==> src/rtl/riscv_pkg.sv <==
// Shared definitions for the memory stage: load/store width codes,
// the ResultSrc encoding that marks a load, and the LSU FSM states.
package riscv_pkg;

    // funct3 access width / signedness
    localparam logic [2:0] F3_B  = 3'b000;
    localparam logic [2:0] F3_H  = 3'b001;
    localparam logic [2:0] F3_W  = 3'b010;
    localparam logic [2:0] F3_BU = 3'b100;
    localparam logic [2:0] F3_HU = 3'b101;

    // ResultSrc value that selects memory read data (identifies a load)
    localparam logic [1:0] RES_LOAD = 2'b01;

    typedef enum logic {
        S_IDLE     = 1'b0,
        S_WAIT_RSP = 1'b1
    } lsu_state_e;

endpackage

==> src/rtl/lsu_align.sv <==
// Combinational lane logic for the LSU: byte enables, store-data
// replication, load extraction with sign/zero extension and, when
// MEM_LSU_MISALIGN_TRAP_EN is defined, the misalignment flag.
module lsu_align
    import riscv_pkg::*;
(
    input  logic [2:0]  i_funct3,
    input  logic [1:0]  i_addr_lo,
    input  logic [31:0] i_wdata,
    input  logic [31:0] i_rdata,
    output logic [3:0]  o_be,
    output logic [31:0] o_wdata,
`ifdef MEM_LSU_MISALIGN_TRAP_EN
    output logic        o_misalign,
`endif
    output logic [31:0] o_rdata
);

    logic [31:0] w_shifted;

    // Bring the addressed byte/half down to bit 0.
    assign w_shifted = i_rdata >> {i_addr_lo, 3'b000};

    // Per-width lane selection; undefined funct3 behaves as a word access.
    always_comb begin
        // NOTE: every output gets a default first so no latch is inferred.
        o_be    = 4'b1111;
        o_wdata = i_wdata;
        o_rdata = w_shifted;
        case (i_funct3)
            F3_B, F3_BU: begin
                o_be    = 4'b0001 << i_addr_lo;
                o_wdata = {4{i_wdata[7:0]}};
                o_rdata = {{24{(i_funct3 == F3_B) & w_shifted[7]}}, w_shifted[7:0]};
            end
            F3_H, F3_HU: begin
                o_be    = 4'b0011 << {i_addr_lo[1], 1'b0};
                o_wdata = {2{i_wdata[15:0]}};
                o_rdata = {{16{(i_funct3 == F3_H) & w_shifted[15]}}, w_shifted[15:0]};
            end
            F3_W:    o_be = 4'b1111;
            default: o_be = 4'b1111;
        endcase
    end

`ifdef MEM_LSU_MISALIGN_TRAP_EN
    // Half needs an even address, word (and undefined) needs a word address.
    always_comb begin
        o_misalign = (i_addr_lo != 2'b00);
        if (i_funct3 == F3_B || i_funct3 == F3_BU)
            o_misalign = 1'b0;
        else if (i_funct3 == F3_H || i_funct3 == F3_HU)
            o_misalign = i_addr_lo[0];
    end
`endif

endmodule

==> src/rtl/mem_stage_lsu.sv <==
// Memory-stage load/store unit: issues EX/MEM loads and stores on a
// valid/grant/response bus, stalls the pipeline while an access is
// outstanding, aborts on a wait timeout and registers the MEM/WB outputs.
// Optional: MEM_LSU_MISALIGN_TRAP_EN adds a misalign output and
// suppresses misaligned accesses instead of issuing them word-clipped.
module mem_stage_lsu
    import riscv_pkg::*;
#(
    parameter logic [7:0] MAX_WAIT = 8'd255,
    parameter logic [1:0] LOAD_SRC = RES_LOAD
) (
    input  logic        clk,
    input  logic        rst,
    input  logic        RegWriteM,
    input  logic        MemWriteM,
    input  logic [1:0]  ResultSrcM,
    input  logic [2:0]  funct3M,
    input  logic [31:0] ALUResultM,
    input  logic [31:0] WriteDataM,
    input  logic [31:0] PCPlus4M,
    input  logic [4:0]  RdM,
    output logic        mem_req,
    output logic        mem_we,
    output logic [31:0] mem_addr,
    output logic [31:0] mem_wdata,
    output logic [3:0]  mem_be,
    input  logic        mem_gnt,
    input  logic        mem_rvalid,
    input  logic [31:0] mem_rdata,
    output logic        StallM,
    output logic        bus_err,
`ifdef MEM_LSU_MISALIGN_TRAP_EN
    output logic        misalign,
`endif
    output logic        RegWriteW,
    output logic [1:0]  ResultSrcW,
    output logic [31:0] ALUResultW,
    output logic [31:0] ReadDataW,
    output logic [31:0] PCPlus4W,
    output logic [4:0]  RdW
);

    lsu_state_e  r_state;
    lsu_state_e  w_state_next;
    logic [7:0]  r_wait;
    logic        w_mem_op;
    logic        w_issue;
    logic        w_trap;
    logic        w_req;
    logic        w_stall;
    logic        w_timeout;
    logic        w_load_done;
    logic [3:0]  w_be;
    logic [31:0] w_wdata;
    logic [31:0] w_rdata_ext;
`ifdef MEM_LSU_MISALIGN_TRAP_EN
    logic        w_misalign;
`endif

    assign w_mem_op = MemWriteM | (ResultSrcM == LOAD_SRC);

    lsu_align u_align (
        .i_funct3   (funct3M),
        .i_addr_lo  (ALUResultM[1:0]),
        .i_wdata    (WriteDataM),
        .i_rdata    (mem_rdata),
        .o_be       (w_be),
        .o_wdata    (w_wdata),
`ifdef MEM_LSU_MISALIGN_TRAP_EN
        .o_misalign (w_misalign),
`endif
        .o_rdata    (w_rdata_ext)
    );

`ifdef MEM_LSU_MISALIGN_TRAP_EN
    // A misaligned op is dropped in IDLE and reported instead of issued.
    assign w_trap   = (r_state == S_IDLE) & w_mem_op & w_misalign;
    assign misalign = w_trap & ~rst;
`else
    assign w_trap = 1'b0;
`endif
    assign w_issue = w_mem_op & ~w_trap;

    // Next state, request, stall and abort decisions for the current cycle.
    always_comb begin
        w_state_next = r_state;
        w_req        = 1'b0;
        w_stall      = 1'b0;
        w_timeout    = 1'b0;
        w_load_done  = 1'b0;
        case (r_state)
            S_IDLE: begin
                if (w_issue) begin
                    w_req = 1'b1;
                    if (mem_gnt) begin
                        if (!MemWriteM) begin
                            w_stall      = 1'b1;
                            w_state_next = S_WAIT_RSP;
                        end
                    end else if (r_wait == MAX_WAIT) begin
                        w_timeout = 1'b1;
                    end else begin
                        w_stall = 1'b1;
                    end
                end
            end
            S_WAIT_RSP: begin
                if (mem_rvalid) begin
                    w_load_done  = 1'b1;
                    w_state_next = S_IDLE;
                end else if (r_wait == MAX_WAIT) begin
                    w_timeout    = 1'b1;
                    w_state_next = S_IDLE;
                end else begin
                    w_stall = 1'b1;
                end
            end
            default: w_state_next = S_IDLE;
        endcase
    end

    // Combinational outputs are forced quiet while reset is held.
    assign mem_req   = w_req & ~rst;
    assign StallM    = w_stall & ~rst;
    assign bus_err   = w_timeout & ~rst;
    assign mem_we    = MemWriteM;
    assign mem_addr  = {ALUResultM[31:2], 2'b00};
    assign mem_be    = MemWriteM ? w_be : 4'b0000;
    assign mem_wdata = w_wdata;

    // FSM state register.
    always_ff @(posedge clk or posedge rst) begin
        // NOTE: clocked state uses non-blocking assignments so every flop samples pre-edge values.
        if (rst) r_state <= S_IDLE;
        else     r_state <= w_state_next;
    end

    // Wait counter: counts stalled cycles within the grant or response phase.
    always_ff @(posedge clk or posedge rst) begin
        if (rst)
            r_wait <= 8'd0;
        else if (w_stall && !(w_req && mem_gnt))
            r_wait <= r_wait + 8'd1;
        else
            r_wait <= 8'd0;
    end

    // MEM/WB register: capture when the stage advances, bubble while stalled.
    always_ff @(posedge clk or posedge rst) begin
        if (rst) begin
            RegWriteW  <= 1'b0;
            ResultSrcW <= 2'b00;
            ALUResultW <= 32'd0;
            ReadDataW  <= 32'd0;
            PCPlus4W   <= 32'd0;
            RdW        <= 5'd0;
        end else begin
            if (w_stall) begin
                RegWriteW <= 1'b0;
            end else begin
                RegWriteW  <= RegWriteM & ~w_timeout & ~w_trap;
                ResultSrcW <= ResultSrcM;
                ALUResultW <= ALUResultM;
                PCPlus4W   <= PCPlus4M;
                RdW        <= RdM;
            end
            if (w_load_done)
                ReadDataW <= w_rdata_ext;
        end
    end

endmodule

==> config.mk <==
export PLATFORM = sky130hd
export DESIGN_NAME = mem_stage_lsu
export DESIGN_NICKNAME = d
export VERILOG_FILES = /design/src/rtl/riscv_pkg.sv /design/src/rtl/lsu_align.sv /design/src/rtl/mem_stage_lsu.sv
export SDC_FILE = /design/constraint.sdc
export NUM_CORES = 1
export LEC_CHECK = 0
export ABC_CLOCK_PERIOD_IN_PS = 5600
export BUFFER_PORTS_ARGS = -buffer_cell sky130_fd_sc_hd__buf_4
export CORE_AREA = 2 2 125 127
export DETAILED_ROUTE_END_ITERATION = 8
export DIE_AREA = 0 0 127 129
export PLACE_DENSITY = 0.79
export SYNTH_ARGS = -nofsm -noshare
export SYNTH_HDL_FRONTEND = slang
export SYNTH_SLANG_ARGS = --single-unit
==> constraint.sdc <==
create_clock -name clk -period 5.6 [get_ports clk]
set_input_delay 0.56 -clock clk [delete_from_list [all_inputs] [get_ports clk]]
set_output_delay 0.56 -clock clk [all_outputs]
set_load 0.02 [all_outputs]
==> run metrics <==
IR drop worst, VDD 185 uV; leakage power just over 4 nW; Filler cells 1,341; Clock Power Share 0.372; Post-CTS Resized 0; status finished clean; CTS tree done; Primary FF master, synth dfrtp_1; Synthesis Warnings 0; Num CTS Buffers 17; Final GP Congestion 0.847; post-synthesis sequential area ratio 0.505; vias per cell 4.98; Pwr Total 2.91 mW; reg2reg start r_state; CTS sink cnt 113; setup ws final roughly 2.6 ns; Overflow after GRT 0; CP Max Fanout 35; num ports 320; # diodes 0; Die Ht 129 um; sequential power share 0.350; RSZ-0062 raised after global routing no; most common cell after layout, fill and taps aside buf_4; switching share of power 0.306; row cnt 45; reg2reg path depth 5; worst reg2reg setup slack between 3 and 4 ns; first-pass GRT wire length ~24,000 um; setup TNS 0 ns; Initial DRC Count 197; Cell variety after synth 40; Final ANT Viol Nets 0; net switching power 892 uW; total track usage 0.189; # hold bufs at CTS 0; clk root buf clkbuf_16; I/O Buffers between 300 and 400; Die Span X roughly 130 um; layout net count 891; Synth-to-Final Area Change 48.7%; Crit Path Category reg -> out; fin area 8330 um^2; P_int 2.02 mW; syn_area_per_cell approximately 12 um^2; Worst slew margin 0.396; Die Area 16,400 um^2; Post-CTS Setup Bufs 0; pwr dens about 350 nW/um^2; crit end category output pin; Clock Latency Late Sink roughly 0.4 ns; final worst path period share 0.544; RR Endpoint RdW[0]; buffer depth of the longest clock path 2; Setup Slack @ Placement around 2.8 ns; share of power burned in combinational logic 0.279; vias in the first global route roughly 4,700; DP Wirelength between 10,000 and 15,000 um; Synth Register Bits around 110; Residual DRC 0; H-tree levels 4; placed inst area 7730 um^2; Least-Margin Pin Slew 0.906 ns; Post-Route Skew 0.0113 ns; via count roughly 4,700; Data arrival, critical path 2.49 ns; fmax 328 MHz; max_cap viols 0; initial antenna violation count 0; final max-slew violation count 0; Tmin final 3.05 ns; drt wl/cell 17.0 um; largest net degree at the start of global routing 74; ys async rst share 1.00; CTS clk-pin slew, worst paths 0.06 ns; initial core utilization 0.374; fraction of layout cells with a size suffix above 1 0.498; Post-synth EDFFs 0; Synth Cell Area approximately 5600 um^2; core area 15,000 um^2; Worst setup SP type register; most frequent cells in the layout 320 x buf_4, 113 x dfrtp_1, 69 x mux2_1; Worst Path Required 5.04 ns; Initial DRT Pass Iterations 5; Syn Inst Count between 400 and 500; hold crit path type in -> async; Setup Viol. Count Final 0; final count of hold timing violations 0; Routed WL 16,100 um
==> power by group through the flow <==
stage,Combinational [mW],Sequential [mW],Clock (mW)
after detailed placement,0.821,1.03,0
after global routing,0.862,1.04,1.15
final,0.812,1.02,1.08
after floorplan,0.284,1.18,0
after global placement,0.807,1.03,0
after CTS,0.822,1.02,1.10
==> cells in the mapped netlist (all sizes together), types with 2 or more instances <==
master | n | area (um^2)
dfrtp | 113 | 2830
mux2 | 88 | 991
buf | 60 | 485
nand2 | 53 | 201
nor2 | 31 | 124
mux2i | 22 | 220
a21oi | 18 | 90.1
a221o | 16 | 160
o21ai | 15 | 75.1
clkbuf | 10 | 37.5
o2bb2ai | 7 | 61.3
nor2b | 5 | 31.3
xor2 | 5 | 43.8
and3 | 4 | 25.0
nand3 | 4 | 20.0
nand2b | 3 | 18.8
inv | 2 | 7.51
nand4 | 2 | 12.5
nor3 | 2 | 10.0
o21a | 2 | 15.0
==> cell families (layout without fill, tap and decap cells) <==
logic type / Yosys count / count (layout) / synth area share
multiplexers: 111 / 111 / 0.220
flip-flops: 113 / 113 / 0.505
AND/OR/NAND/NOR: 109 / 109 / 0.0858
XOR/XNOR: 6 / 6 / 0.00938
AO/OA/AOI/OAI: 63 / 63 / 0.0822
buffers and inverters: 72 / 354 / 0.0947
adder cells (fa/ha/maj): 1 / 1 / 0.00223
other: 1 / 2 / 0.000669
==> worst max-delay path by stage <==
stage,from,endpoint,slack (ns)
after detailed placement,mem_rvalid,StallM,2.78
after global placement,mem_rvalid,StallM,2.75
final,r_state,StallM,2.55
after CTS,r_state,StallM,2.53
after global routing,r_state,StallM,2.44
after floorplan,rst,ALUResultW[0],2.05
==> layout make-up <==
type                    count  area, um^2  area share
repair buffers            320        2400       0.288
multi-input cells         292        2260       0.271
flip-flops and latches    113        2830       0.339
clock inverters            13         163      0.0195
clock buffers              19         433      0.0520
inverters                   2        10.0     0.00120
well taps                 188         235      0.0282
==> stage by stage <==
step | cells | utilization | hold slack (ns)
2_1_floorplan | 477 | - | 0.476
3_3_place_gp | 915 | 0.516 | 0.460
3_5_place_dp | 915 | 0.516 | 0.476
4_1_cts | 947 | 0.556 | 0.364
5_1_grt | 947 | 0.556 | 0.365
6_report | 947 | 0.556 | 0.363
==> layer usage <==
metal	vias to the layer above	GRT usage	wire [um]
li1	2169	-	-
met1	2299	0.213	6130
met2	221	0.354	8530
met3	27	0.0399	1090
met4	0	0.0659	314
met5	-	0	0
==> sequential cells by signal (all words and copies together), names as in the netlist <==
| signal | flops |
|---|---|
| PCPlus4W | 32 |
| r_wait | 8 |
| ResultSrcW | 2 |
| ReadDataW | 32 |
| ALUResultW | 32 |
| RdW | 5 |
| RegWriteW | 1 |
| r_state | 1 |
==> worst max-delay path: stages (launching register included) <==
cell and delay (ns):
dfrtp_1 0.46, nand2_2 0.52, o311a_1 0.38, a21boi_4 0.08, buf_4 0.26, nor2_1 0.21, buf_4 0.18
(Power assumes the default switching activity.)
